===== config.mk =====
export PLATFORM = sky130hd
export DESIGN_NAME = counter_phase_sequencer
export DESIGN_NICKNAME = d
export VERILOG_FILES = /design/src/rtl/counter_seq_pkg.sv /design/src/rtl/counter_step_unit.sv /design/src/rtl/counter_phase_sequencer.sv
export SDC_FILE = /design/constraint.sdc
export NUM_CORES = 1
export LEC_CHECK = 0
export ABC_CLOCK_PERIOD_IN_PS = 4100
export CAP_MARGIN = 20
export CORE_ASPECT_RATIO = 2
export CORE_MARGIN = 1
export CORE_UTILIZATION = 25
export DETAILED_ROUTE_END_ITERATION = 6
export MAX_ROUTING_LAYER = met4
export SYNTH_ARGS = -nofsm -noshare
export SYNTH_HDL_FRONTEND = slang
export SYNTH_SLANG_ARGS = --single-unit

===== constraint.sdc =====
create_clock -name clk -period 4.1 [get_ports clk]
set_clock_uncertainty 0.2 [all_clocks]
set_input_delay 1.23 -clock clk [delete_from_list [all_inputs] [get_ports clk]]
set_output_delay 1.23 -clock clk [all_outputs]
set_load 0.01 [all_outputs]

===== src/rtl/counter_seq_pkg.sv =====
// rtl/counter_seq_pkg.sv - mode codes and FSM state encoding for the counter phase sequencer
package counter_seq_pkg;

    localparam logic [1:0] MODE_UP     = 2'd0;
    localparam logic [1:0] MODE_DOWN   = 2'd1;
    localparam logic [1:0] MODE_DOUBLE = 2'd2;
    localparam logic [1:0] MODE_FREEZE = 2'd3;

    typedef enum logic [1:0] {
        ST_IDLE = 2'd0,
        ST_RUN  = 2'd1,
        ST_DONE = 2'd2
    } seq_state_t;

endpackage


===== src/rtl/counter_step_unit.sv =====
// rtl/counter_step_unit.sv - combinational next-count for up/down/double/freeze modes with hold enable
module counter_step_unit
    import counter_seq_pkg::*;
#(
    parameter int WIDTH = 8
) (
    input  logic [WIDTH-1:0] count,
    input  logic [1:0]       mode,
    input  logic             hold,
    output logic [WIDTH-1:0] next_count
);

    // Modulo-2**WIDTH step selected by mode; hold overrides every mode
    always_comb begin
        next_count = count;
        if (!hold) begin
            case (mode)
                MODE_UP:     next_count = count + WIDTH'(1);
                MODE_DOWN:   next_count = count - WIDTH'(1);
                MODE_DOUBLE: next_count = count + WIDTH'(2);
                default:     next_count = count;
            endcase
        end
    end

endmodule


===== src/rtl/counter_phase_sequencer.sv =====
// rtl/counter_phase_sequencer.sv - phase-table scheduler for a shared counter; optional COUNTER_SEQ_LOOP_EN adds looping
module counter_phase_sequencer
    import counter_seq_pkg::*;
#(
    parameter int WIDTH  = 8,
    parameter int PHASES = 4,
    parameter int ADDR_W = 2,
    parameter int LEN_W  = 8
) (
    input  logic              clk,
    input  logic              rst,
    input  logic              cfg_we,
    input  logic [ADDR_W-1:0] cfg_addr,
    input  logic [1:0]        cfg_mode,
    input  logic [LEN_W-1:0]  cfg_len,
    input  logic              start,
    input  logic              abort,
`ifdef COUNTER_SEQ_LOOP_EN
    input  logic              loop,
`endif
    output logic              busy,
    output logic              done,
    output logic [ADDR_W-1:0] phase,
    output logic [WIDTH-1:0]  count
);

    seq_state_t        state;
    logic [1:0]        mode_tab [PHASES];
    logic [LEN_W-1:0]  len_tab  [PHASES];
    logic [LEN_W-1:0]  rem;
    logic [WIDTH-1:0]  next_count;
    logic              step_hold;
    logic [ADDR_W-1:0] next_phase;
    logic              last_phase;

    // A zero-length phase still occupies one cycle
    function automatic logic [LEN_W-1:0] eff_len(input logic [LEN_W-1:0] l);
        return (l == '0) ? LEN_W'(1) : l;
    endfunction

    // Zero-length phases freeze the counter whatever their mode
    always_comb begin
        step_hold  = (len_tab[phase] == '0);
        next_phase = phase + ADDR_W'(1);
        last_phase = (phase == ADDR_W'(PHASES - 1));
    end

    counter_step_unit #(.WIDTH(WIDTH)) u_step (
        .count      (count),
        .mode       (mode_tab[phase]),
        .hold       (step_hold),
        .next_count (next_count)
    );

    // Phase table, rem counter and IDLE/RUN/DONE control with registered outputs
    always_ff @(posedge clk or posedge rst) begin
        if (rst) begin
            state <= ST_IDLE;
            busy  <= 1'b0;
            done  <= 1'b0;
            phase <= '0;
            count <= '0;
            rem   <= '0;
            for (int i = 0; i < PHASES; i++) begin
                mode_tab[i] <= MODE_FREEZE;
                len_tab[i]  <= '0;
            end
        end else begin
            done <= 1'b0;
            // The table is frozen while a sequence is running
            if (cfg_we && (state != ST_RUN) && (32'(cfg_addr) < PHASES)) begin
                mode_tab[cfg_addr] <= cfg_mode;
                len_tab[cfg_addr]  <= cfg_len;
            end
            case (state)
                ST_IDLE: begin
                    if (start && !abort) begin
                        state <= ST_RUN;
                        busy  <= 1'b1;
                        count <= '0;
                        phase <= '0;
                        rem   <= eff_len(len_tab[0]);
                    end
                end
                ST_RUN: begin
                    if (abort) begin
                        state <= ST_IDLE;
                        busy  <= 1'b0;
                    end else begin
                        count <= next_count;
                        if (rem == LEN_W'(1)) begin
                            if (last_phase) begin
`ifdef COUNTER_SEQ_LOOP_EN
                                if (loop) begin
                                    phase <= '0;
                                    rem   <= eff_len(len_tab[0]);
                                    done  <= 1'b1;
                                end else begin
                                    state <= ST_DONE;
                                    busy  <= 1'b0;
                                    done  <= 1'b1;
                                end
`else
                                state <= ST_DONE;
                                busy  <= 1'b0;
                                done  <= 1'b1;
`endif
                            end else begin
                                phase <= next_phase;
                                rem   <= eff_len(len_tab[next_phase]);
                            end
                        end else begin
                            rem <= rem - LEN_W'(1);
                        end
                    end
                end
                ST_DONE: begin
                    state <= ST_IDLE;
                end
                default: begin
                    state <= ST_IDLE;
                    busy  <= 1'b0;
                end
            endcase
        end
    end

endmodule


==> reports/qor.txt, run 1 <==
status -> finished clean
fin crit share -> 0.800
Most used DFF post-synth -> dfrtp_1
clk_lat worst skew -> 0.33 ns
Critical Path AT -> 3.30 ns
Max Slew Vio Count -> 0
hpwl dp -> 6.86 mm
Total Wirelength -> 8.85 mm
combinational share of power -> 0.305
setup TNS -> 0 ns
root buf cell -> clkbuf_16
Post-Synth Adder-Cell Area -> 0.0177
switching portion of total power -> 0.333
Post-DRT Antenna Nets -> 0
Setup Viol. Count Final -> 0
design area -> 4320 µm²
main combinational cell family by area after synthesis -> multiplexers
initial antenna violation count -> 0
RSZ-0062 raised after global routing -> false
post-synthesis compound-gate area fraction -> 0.119
remaining global-route overflow -> 0
maximum vdd ir drop -> 0.000232 V
Internal -> 1.70 mW
min-delay worst type -> flip-flop to flip-flop
global-route wire length before repair -> 14.4 mm
Synth Area in XOR/XNOR -> 0.0173
Global Route Usage Sum -> 0.132
Clock Sinks -> 62
Hold Buf Count CTS -> 0
TritonCTS buffer count -> 9
core area -> 13,800 µm²
Slew HR -> 0.448
Area Growth Syn to Fin -> 22.2%
post-CTS setup buffer count -> 0
Final Hold Fails -> 0
placed cell area -> 4010 µm²
crit path launch type -> flip-flop
die width -> 86.1 µm
Cell Pwr Density -> 591 nW/µm²
Rows -> 61
crit-path max FO -> 17
number of global-route vias before repair -> 2,837
Max Cap Viol -> 0
share of layout cells above drive strength 1 -> 0.240
H-tree depth -> 3
drt pass-1 iters -> 7
residual DRC count -> 0
Post-Synthesis Net Count -> 347
Worst Setup End Kind -> flip-flop
post-place setup slack -> 0.798 ns
Die Ht -> 170 µm
vias per cell -> 4.94
n_diodes -> 0
leakage -> 1.66 nW
largest net degree at the start of global routing -> 29
Clk network pwr share -> 0.315
utilization after layout -> 0.313
Top-Level Pins -> 29
Nets -> 375
simple-gate portion of the synthesized area -> 0.154
maximum clock rate -> 305 MHz
GPL Wtd Cong -> 0.828
Flop pwr share -> 0.380
Worst Setup Slack, final -> 0.819 ns
net switching power -> 0.849 mW
multiplexer area fraction after synthesis -> 0.218
initial drt markers -> 159
Slew @ Worst Pin -> 0.824 ns
number of library cell types mapped by synthesis -> 54
Reg clk slew, reported paths -> 0.05 ns
vias post-DR -> 2,704
YS warnings -> 0
TritonCTS clock tree -> built
Final min period -> 3.28 ns
syn_area_per_cell -> 10.9 µm²
Initial Util -> 0.256
Seq/Total Area, Yosys -> 0.442
I/O Buffers -> 28
FF+latch count, synth -> 62
WP data required -> 4.11 ns
async set-or-reset flop fraction in the synthesized netlist -> 1.00
Mapped Area -> 3540 µm²
Max Buffers Root-to-Sink -> 2
fillers -> 1,381
Die Footprint -> 14,700 µm²
Post-Synthesis Cells -> 325
wire per inst -> 16.2 µm
Crit Path Category -> flip-flop to flip-flop
post_cts resized -> 0
Post-synth EDFFs -> 0
metrics by stage:
stage / std cells / power (mW) / hold slack (ns)
3_5_place_dp: 531 / 1.76 / 0.321
6_report: 547 / 2.55 / 0.334
3_3_place_gp: 531 / 1.72 / 0.312
4_1_cts: 547 / 2.56 / 0.332
5_1_grt: 547 / 2.68 / 0.349
2_1_floorplan: 325 / 1.49 / 0.285
worst max-delay path, cell delays in order, from the launching register on:
cell and delay (ns):
dfrtp_1 0.40, mux4_2 0.71, nor2b_1 0.31, xor2_1 0.19
ha_1 0.36, nand3_1 0.14, xnor2_1 0.15, nor2_1 0.06
a41oi_1 0.19, o22ai_1 0.10, a221o_1 0.34
final timing paths:
path,from,to,slack (ns),depth (start not counted)
max in group asynchronous,rst,len_tab[22]$_DFFE_PP0P_,1.80,3
min in group asynchronous,rst,count[6]$_DFFE_PP0P_,1.10,2
min,len_tab[15]$_DFFE_PP0P_,len_tab[15]$_DFFE_PP0P_,0.33,1
max,phase[0]$_DFFE_PP0P_,count[4]$_DFFE_PP0P_,0.82,10
max reg2reg,phase[0]$_DFFE_PP0P_,count[4]$_DFFE_PP0P_,0.82,10
min reg2reg,len_tab[15]$_DFFE_PP0P_,len_tab[15]$_DFFE_PP0P_,0.33,1
cell usage after synthesis (all sizes together), types with 2 or more instances:
| master | n | area (µm²) |
|---|---|---|
| a211o | 2 | 17.5 |
| a211oi | 7 | 57.6 |
| a21oi | 18 | 97.6 |
| a22o | 4 | 35.0 |
| a31oi | 6 | 37.5 |
| and2 | 5 | 31.3 |
| and3 | 3 | 18.8 |
| buf | 8 | 51.3 |
| clkbuf | 7 | 26.3 |
| dfrtp | 54 | 1350 |
| dfstp | 8 | 210 |
| ha | 5 | 62.6 |
| inv | 10 | 37.5 |
| mux2 | 43 | 488 |
| mux2i | 5 | 50.1 |
| mux4 | 10 | 233 |
| nand2 | 23 | 86.3 |
| nand2b | 2 | 12.5 |
| nand3 | 8 | 40.0 |
| nand3b | 2 | 15.0 |
| nand4 | 2 | 12.5 |
| nand4b | 2 | 17.5 |
| nor2 | 22 | 82.6 |
| nor2b | 3 | 18.8 |
| nor3 | 13 | 75.1 |
| nor3b | 5 | 37.5 |
| nor4 | 9 | 62.6 |
| o211ai | 2 | 15.0 |
| o21ai | 14 | 70.1 |
| o22ai | 2 | 12.5 |
| o32ai | 2 | 17.5 |
| or3 | 2 | 12.5 |
| xnor2 | 5 | 43.8 |
| xor2 | 2 | 17.5 |
layout by cell type (no fill, tap or decap), types with 3 or more instances in the layout:
cell             Yosys  final
dfrtp_1             54     54
mux2_2              42     42
clkdlybuf4s50_1      0     28
nand2_1             23     23
nor2_1              22     22
a21oi_1             16     16
o21ai_0             12     12
nor3_1              11     11
inv_1               10      9
clkbuf_16            0      9
mux4_2               8      8
nor4_1               8      8
nand3_1              8      8
dfstp_2              8      8
a31oi_1              6      6
a211oi_1             6      6
nor3b_1              5      5
xnor2_1              5      5
mux2i_1              5      5
ha_1                 5      5
a22o_1               4      4
and2_1               4      4
buf_4                0      4
nor2b_1              3      3
and3_1               3      3
sequential cells by signal, indices dropped and copies added (netlist names):
name      count
busy          1
count         8
done          1
len_tab      32
mode_tab      8
phase         2
rem           8
state         2
power groups by stage:
stage	clock network, mW	registers, mW	logic (mW)
CTS	0.815	0.968	0.781
floorplan	0	0.900	0.592
global route	0.839	0.993	0.854
global placement	0	0.969	0.756
detailed placement	0	0.978	0.778
finish	0.803	0.970	0.779
cell type report:
| type | count | area [µm²] | share of cell area |
|---|---|---|---|
| clock buffer | 10 | 229 | 0.0530 |
| clock inverter | 6 | 86.3 | 0.0200 |
| inverter | 10 | 37.5 | 0.00869 |
| multi-input combinational | 238 | 1860 | 0.430 |
| sequential | 62 | 1560 | 0.361 |
| tap | 189 | 236 | 0.0547 |
| timing repair buffer | 32 | 310 | 0.0718 |
per-layer routing:
metal,vias up,track usage,wire (µm)
met5,-,-,0
met1,1344,0.131,3310
met4,0,0.0848,379
met2,60,0.235,4910
met3,25,0.0213,246
li1,1275,-,-
cells by family (layout without fill, tap and decap cells):
| kind of cell | Yosys count | after routing |
|---|---|---|
| adder cells (fa/ha/maj) | 5 | 5 |
| flip-flops | 62 | 62 |
| multiplexers | 58 | 58 |
| AND/OR/NAND/NOR | 104 | 104 |
| XOR/XNOR | 7 | 7 |
| AO/OA/AOI/OAI | 64 | 64 |
| buffers and inverters | 25 | 58 |
No activity file was read; power rests on OpenSTA's default activity.
==> inputs of run 2 (changes only) <==
ABC_CLOCK_PERIOD_IN_PS = 3300   (was 4100)
clock period = 3.3 ns   (was 4.1 ns; I/O delays follow)
==> reports/qor.txt, run 2 (synthesis gave the netlist of run 1 again) <==
Die Footprint -> 14,700 µm²
Top-Level Pins -> 29
drt pass-1 iters -> 4
leading cell type in the layout, fill and taps excluded -> dfrtp_1
I/O Buffers -> 28
WP data required -> 3.32 ns
Nets -> 381
remaining global-route overflow -> 0
initial antenna violation count -> 0
maximum clock rate -> 335 MHz
Initial Util -> 0.256
die width -> 86.1 µm
largest net degree at the start of global routing -> 38
H-tree depth -> 3
Crit Path Category -> flip-flop to flip-flop
Max Slew Vio Count -> 0
min-delay worst type -> flip-flop to flip-flop
Setup Viol. Count Final -> 0
status -> finished clean
Max Buffers Root-to-Sink -> 2
number of global-route vias before repair -> 2,798
post_cts resized -> 0
Slew @ Worst Pin -> 0.608 ns
RSZ-0062 raised after global routing -> false
residual DRC count -> 0
Worst Setup End Kind -> flip-flop
Clock Sinks -> 62
Critical Path AT -> 3.00 ns
leakage -> 1.70 nW
Area Growth Syn to Fin -> 23.8%
hpwl dp -> 6.63 mm
Cell Pwr Density -> 727 nW/µm²
GPL Wtd Cong -> 0.872
vias per cell -> 4.88
most frequent cells in the layout -> 54 x dfrtp_1, 42 x mux2_2, 28 x clkdlybuf4s50_1
Total Wirelength -> 8.62 mm
wire per inst -> 15.6 µm
clk_lat worst skew -> 0.33 ns
Final min period -> 2.99 ns
Die Ht -> 170 µm
setup TNS -> 0 ns
Post-DRT Antenna Nets -> 0
core area -> 13,800 µm²
Final Hold Fails -> 0
global-route wire length before repair -> 14.0 mm
vias post-DR -> 2,701
Reg clk slew, reported paths -> 0.05 ns
register-to-register setup slack -> 0.31 ns
TritonCTS clock tree -> built
share of layout cells above drive strength 1 -> 0.250
Slew HR -> 0.594
Reg with most FFs -> len_tab
max FFs per register -> 32
Rows -> 61
Hold Buf Count CTS -> 0
Global Route Usage Sum -> 0.131
Max Cap Viol -> 0
post-CTS setup buffer count -> 0
TritonCTS buffer count -> 9
initial drt markers -> 121
utilization after layout -> 0.317
root buf cell -> clkbuf_16
crit path launch type -> flip-flop
n_diodes -> 0
crit-path max FO -> 9
maximum vdd ir drop -> 0.000267 V
fin crit share -> 0.905
## run 2: cell types whose count changed in the layout (fill, tap and decap cells not counted)
cell / before / now
buf_12: 0 / 1
buf_4: 4 / 9
clkbuf_1: 1 / 2
clkbuf_8: 0 / 1
clkinv_4: 1 / 0
clkinvlp_4: 1 / 0
## run 2: layout make-up
class / instances / area, µm²
Tap cell: 189 / 236
Timing Repair Buffer: 38 / 368
Sequential cell: 62 / 1560
Multi-Input combinational cell: 238 / 1860
Clock inverter: 4 / 70.1
Inverter: 10 / 37.5
Fill cell: 1385 / 9440
Clock buffer: 12 / 246
## run 2: metal layers
metal,vias up,track usage,wire length (µm)
li1,1291,-,-
met1,1344,0.125,3120
met2,50,0.242,5020
met3,16,0.0238,225
met4,0,0.0710,256
met5,-,-,0
## run 2: path summary, 6_finish.rpt
path / start / to / depth (start not counted)
min reg2reg: len_tab[10]$_DFFE_PP0P_ / len_tab[10]$_DFFE_PP0P_ / 1
min: len_tab[10]$_DFFE_PP0P_ / len_tab[10]$_DFFE_PP0P_ / 1
min in group asynchronous: rst / count[3]$_DFFE_PP0P_ / 2
max in group asynchronous: rst / len_tab[13]$_DFFE_PP0P_ / 3
max: phase[0]$_DFFE_PP0P_ / count[4]$_DFFE_PP0P_ / 10
max reg2reg: phase[0]$_DFFE_PP0P_ / count[4]$_DFFE_PP0P_ / 10
## run 2: metrics by stage
stage               hold slack (ns)  setup WS (ns)  total power, mW  instance area [µm²]  std cells
floorplan                     0.285          0.159             1.85                 3540        325
global placement              0.304          0.398             2.17                 4060        537
detailed placement            0.319          0.316             2.19                 4060        537
CTS                           0.330          0.299             3.21                 4380        553
global route                  0.351          0.116             3.36                 4380        553
finish                        0.327          0.313             3.18                 4380        553
## run 2: critical path, stage by stage, from the launching register on
cell and delay, ns:
dfrtp_1 0.41, mux4_2 0.53, nor2b_1 0.26, xor2_1 0.18
ha_1 0.33, nand3_1 0.13, xnor2_1 0.17, nor2_1 0.05
a41oi_1 0.17, o22ai_1 0.10, a221o_1 0.34
## run 2: report_power, final
part	switching (mW)	leakage, nW	internal [mW]
clock	0.321	0.157	0.678
sequential	0.234	0.742	0.960
combinational	0.472	0.800	0.516
==> variant 1: new RTL, config.mk and constraints of run 2 <==
Encoding of `seq_state_t`: now one-hot (3 bits for 3 states).
--- a/src/rtl/counter_seq_pkg.sv
+++ b/src/rtl/counter_seq_pkg.sv
@@ -6,10 +6,10 @@
     localparam logic [1:0] MODE_DOUBLE = 2'd2;
     localparam logic [1:0] MODE_FREEZE = 2'd3;
 
-    typedef enum logic [1:0] {
-        ST_IDLE = 2'd0,
-        ST_RUN  = 2'd1,
-        ST_DONE = 2'd2
+    typedef enum logic [2:0] {
+        ST_IDLE = 3'b001,
+        ST_RUN  = 3'b010,
+        ST_DONE = 3'b100
     } seq_state_t;
 
 endpackage
Formal check against the unedited RTL: no difference found for any inputs over 4 cycles, from zero or initial values and one cycle with rst high; so few cycles prove little.
==> variant 1 against run 2 <==
Design area grew 0.23%; setup slack gained 92 ps; clock power shrank 9.9%; combinational power shrank 31%; wire length grew 4.4%; sequential power shrank 8%; sequential cell count grew 1; critical path type is now input pin to register; area after synthesis grew 2.8%; power shrank 16%.
==> variant 1: results (changes against run 2) <==
| Metric | Value |
|---|---|
| Outcome | `finished clean (unchanged)` |
| Adder-cell share of the synthesized area | `1.72% (was 1.77%)` |
| Post-synth top cells | `dfrtp_1 (54), mux2_2 (41), nand2_1 (21) (was dfrtp_1 (54), mux2_2 (42), nand2_1 (23))` |
| First-pass GRT wire length | `14.7 mm (was 14.0 mm)` |
| Slowest stage delay, CP | `470 ps (was 530 ps)` |
| Tot GR Track Use | `13.3% (was 13.1%)` |
| Worst vdd ir | `201 uV (was 267 uV)` |
| LEAKAGE | `0.00168 uW (was 0.00170 uW)` |
| Synth Area in XOR/XNOR | `2.17% (was 1.73%)` |
| Compound-gate portion of the synthesized area | `13.6% (was 11.9%)` |
| Post-synthesis mux area share | `20.5% (was 21.8%)` |
| Post-cts sizing count | `0 (unchanged)` |
| Post-DP HPWL | `6.92 mm (was 6.63 mm)` |
| Worst skew pair latency | `330 ps (about the same)` |
| Worst Path Arrival | `2910 ps (was 3000 ps)` |
| GPL Wtd Cong | `0.827 (was 0.872)` |
| Slowest CP cell | `clkdlybuf4s50_1 (was mux4_2)` |
| Reg2reg end | `count[6] (was count[4])` |
| Final layout net count | `372 (was 381)` |
| Remaining Overflow, GRT | `0 (unchanged)` |
| R2R Setup Slk | `470 ps (was 310 ps)` |
| Iteration-0 DRC count of the detailed router | `181 (was 121)` |
| Fill cell count | `1466 (was 1385)` |
| Pre-CTS setup slack | `96.0 ps (was 316 ps)` |
| Layout cells sized above 1 | `25.6% (was 25.0%)` |
| Min-Delay Path Class | `register to register (unchanged)` |
| Syn nets | `345 (was 347)` |
| Slew @ Worst Pin | `662 ps (was 608 ps)` |
| Post-synthesis sequential area ratio | `43.7% (was 44.2%)` |
| Distinct cell type count after synthesis | `56 (was 54)` |
| Final WL | `9.00 mm (was 8.62 mm)` |
| 1st-pass router iterations | `5 (was 4)` |
| Length in cells of the worst reg-to-reg path | `9 (was 10)` |
| Peak Freq | `345 MHz (was 335 MHz)` |
| Top post-synthesis cells by area | `dfrtp_1 (37%), mux2_2 (13%), dfstp_2 (6.5%) (was dfrtp_1 (38%), mux2_2 (13%), dfstp_2 (5.9%))` |
| Setup crit start | `start (was phase[0])` |
| Vias in the first global route | `2896 (was 2798)` |
| Largest net degree at the start of global routing | `64 (was 38)` |
| Setup crit end | `rem[1] (was count[4])` |
| ANT cells | `0 (unchanged)` |
| Crit Path Max Fanout | `13 (was 9)` |
| Post-DP Area | `4100 um^2 (was 4060 um^2)` |
| Routed via count | `2738 (was 2701)` |
==> variant 1: layer usage <==
layer  GRT usage [%]  wire length [um]  vias to the layer above
met2            23.6              5130                       66
met1            12.1              3090                     1369
met3            2.10               216                       36
met4            10.2               562                        0
li1                -                 -                     1267
met5               -                 0                        -
==> variant 1: worst max-delay path, delay by kind of cell <==
family	cells	cell delay [ps]
simple gates	3	670
compound gates	2	490
buf+inv	3	750
==> variant 1: worst min path at each step <==
stage	start	end	slack, ps
6_report	busy	busy	310
5_1_grt	busy	busy	340
4_1_cts	busy	busy	320
3_5_place_dp	busy	busy	310
3_3_place_gp	busy	busy	300
2_1_floorplan	rem[7]	rem[7]	290
==> variant 1: report_power, final <==
group	total, uW	leakage [uW]	switching, uW	internal [uW]
Clock	900	0.000139	335	565
Combinational	686	0.000779	340	346
Sequential	1090	0.000764	156	935
Total	2680	0.00168	830	1850
==> variant 1: through the flow <==
stage          util [%]  instances
4_1_cts            30.8        547
2_1_floorplan         -        323
3_5_place_dp       28.7        531
5_1_grt            30.8        547
6_report           30.8        547
3_3_place_gp       28.7        531
==> variant 1: kinds of logic after synthesis <==
kind of cell | count (synthesis)
and+or+nand+nor | 94
AOI/OAI and AO/OA | 66
DFF | 63
muxes | 57
buffers and inverters | 29
xor gates and xnor gates | 9
adders and majority gates | 5
==> variant 1: final cells by class <==
class / count / share of cell area, %
well taps: 192 / 5.47
clock buffers: 13 / 6.16
flip-flops and latches: 63 / 36.2
inverters: 10 / 0.855
repair buffers: 35 / 7.87
clock inverters: 3 / 0.371
multi-input cells: 231 / 43.1
==> variant 2: new RTL, settings of run 2 <==
Without the edit above. `WIDTH` is set to 8 in 2 places; all go to 7.
--- a/src/rtl/counter_step_unit.sv
+++ b/src/rtl/counter_step_unit.sv
@@ -2,7 +2,7 @@
 module counter_step_unit
     import counter_seq_pkg::*;
 #(
-    parameter int WIDTH = 8
+    parameter int WIDTH = 7
 ) (
     input  logic [WIDTH-1:0] count,
     input  logic [1:0]       mode,
--- a/src/rtl/counter_phase_sequencer.sv
+++ b/src/rtl/counter_phase_sequencer.sv
@@ -2,7 +2,7 @@
 module counter_phase_sequencer
     import counter_seq_pkg::*;
 #(
-    parameter int WIDTH  = 8,
+    parameter int WIDTH  = 7,
     parameter int PHASES = 4,
     parameter int ADDR_W = 2,
     parameter int LEN_W  = 8
Interface: changed (resized count); port bits go from 29 to 28. No check against the original RTL was run, so the function may have changed too.
==> variant 2 against run 2 <==
The run now ends with DRC left; global-route usage about the same; utilization about the same; setup slack lost 140 ps; area after synthesis decreased by 2.9%; design area is 2.9% lower; first-iteration DRC count up 12%; power shrank 7.3%; wire length down 2.8%; sequential cell count fell by 1; cell count fell by 7.8%; clock power fell by 11%; via count down 0.15%; critical path type unchanged; critical endpoint is now count[6]; largest cell class unchanged; largest power group unchanged.
==> variant 2: results (changes against run 2) <==
| Metric | Value |
|---|---|
| Outcome | `complete, but fails checks (was finished clean)` |
| Failing checks | `DRC` |
| Final WL | `8.37 mm (was 8.62 mm)` |
| Distinct cell type count after synthesis | `43 (was 54)` |
| Worst Path Arrival | `3190 ps (was 3000 ps)` |
| Met2 Usage GRT | `24.3% (was 24.2%)` |
| Layout cells sized above 1 | `27.0% (was 25.0%)` |
| LEAKAGE | `0.00165 uW (was 0.00170 uW)` |
| Final layout net count | `374 (was 381)` |
| 1st-pass router iterations | `6 (was 4)` |
| Post-synthesis sequential area ratio | `44.8% (was 44.2%)` |
| Tot GR Track Use | `13.1% (about the same)` |
| Iteration-0 DRC count of the detailed router | `135 (was 121)` |
| Fill cell count | `1340 (was 1385)` |
| Reg2reg end | `count[6] (was count[4])` |
| Slew HR | `62.6% (was 59.4%)` |
| DR WL met3 | `204 um (was 225 um)` |
| Hold path start | `len_tab[1] (was len_tab[10])` |
| Largest net degree at the start of global routing | `25 (was 38)` |
| Hold Path Sink | `len_tab[1] (was len_tab[10])` |
| GPL Wtd Cong | `0.844 (was 0.872)` |
| Number of port buffers | `27 (was 28)` |
| Crit Path Max Fanout | `5 (was 9)` |
| Syn nets | `337 (was 347)` |
| Routed vias/inst | `5.29 (was 4.88)` |
| Met3 Use GR | `1.68% (was 2.38%)` |
| R2R Setup Slk | `180 ps (was 310 ps)` |
| Vias in the first global route | `2777 (was 2798)` |
| Worst vdd ir | `210 uV (was 267 uV)` |
| Top post-synthesis cells by area | `dfrtp_1 (39%), mux2_2 (14%), mux4_2 (6.6%) (was dfrtp_1 (38%), mux2_2 (13%), dfstp_2 (5.9%))` |
| Length in cells of the worst reg-to-reg path | `9 (was 10)` |
| Met2 WL post-DR | `4.85 mm (was 5.02 mm)` |
| Met1 Routed Length | `3.00 mm (was 3.12 mm)` |
| DRC violation count after routing | `1 (was 0)` |
[variant 2: power by group]
group          switching [uW]  internal [uW]  total, uW
clock network             309            579        888
registers                 220            944       1160
logic                     415            483        898
[variant 2: area by class of cell]
class	instances	area, um^2	share of cell area [%]
multi-input cells	228	1790	42.1
flip-flops and latches	61	1540	36.1
repair buffers	43	415	9.76
clock buffers	13	280	6.59
well taps	155	194	4.56
inverters	9	33.8	0.794
clock inverters	1	5.00	0.118
[variant 2: worst max-delay path, stage by stage (launching register included)]
cell and delay, ps:
dfrtp_1 420, mux4_2 530, nand2b_1 240, xnor2_1 160
ha_1 210, or3_4 390, nor4b_4 270, a22oi_1 140
or4_1 410, nand3_1 90
[variant 2: stage by stage]
| step | cells | instance area (um^2) | setup slack [ps] | hold WS [ps] |
|---|---|---|---|---|
| floorplan | 315 | 3430 | 57.6 | 287 |
| global placement | 496 | 3970 | 185 | 309 |
| detailed placement | 496 | 3970 | 122 | 323 |
| CTS | 510 | 4250 | 165 | 334 |
| global route | 510 | 4250 | 29.1 | 356 |
| finish | 510 | 4250 | 176 | 334 |
[variant 2: cells by family after synthesis]
kind of cell	Yosys count	share of synthesized area, %
mux	59	22.5
fa+ha+maj	5	1.82
flops	61	44.8
buf+inv	26	3.10
xor+xnor	5	1.28
compound gates	64	11.7
simple gates	95	14.9
[variant 2: how the worst max path moves through the flow]
stage	end	slack, ps	startpoint
2_1_floorplan	count[6]	60	phase[0]
6_report	count[6]	180	phase[0]
3_3_place_gp	count[4]	180	abort
4_1_cts	count[6]	170	phase[0]
3_5_place_dp	count[6]	120	abort
5_1_grt	count[6]	30	phase[0]
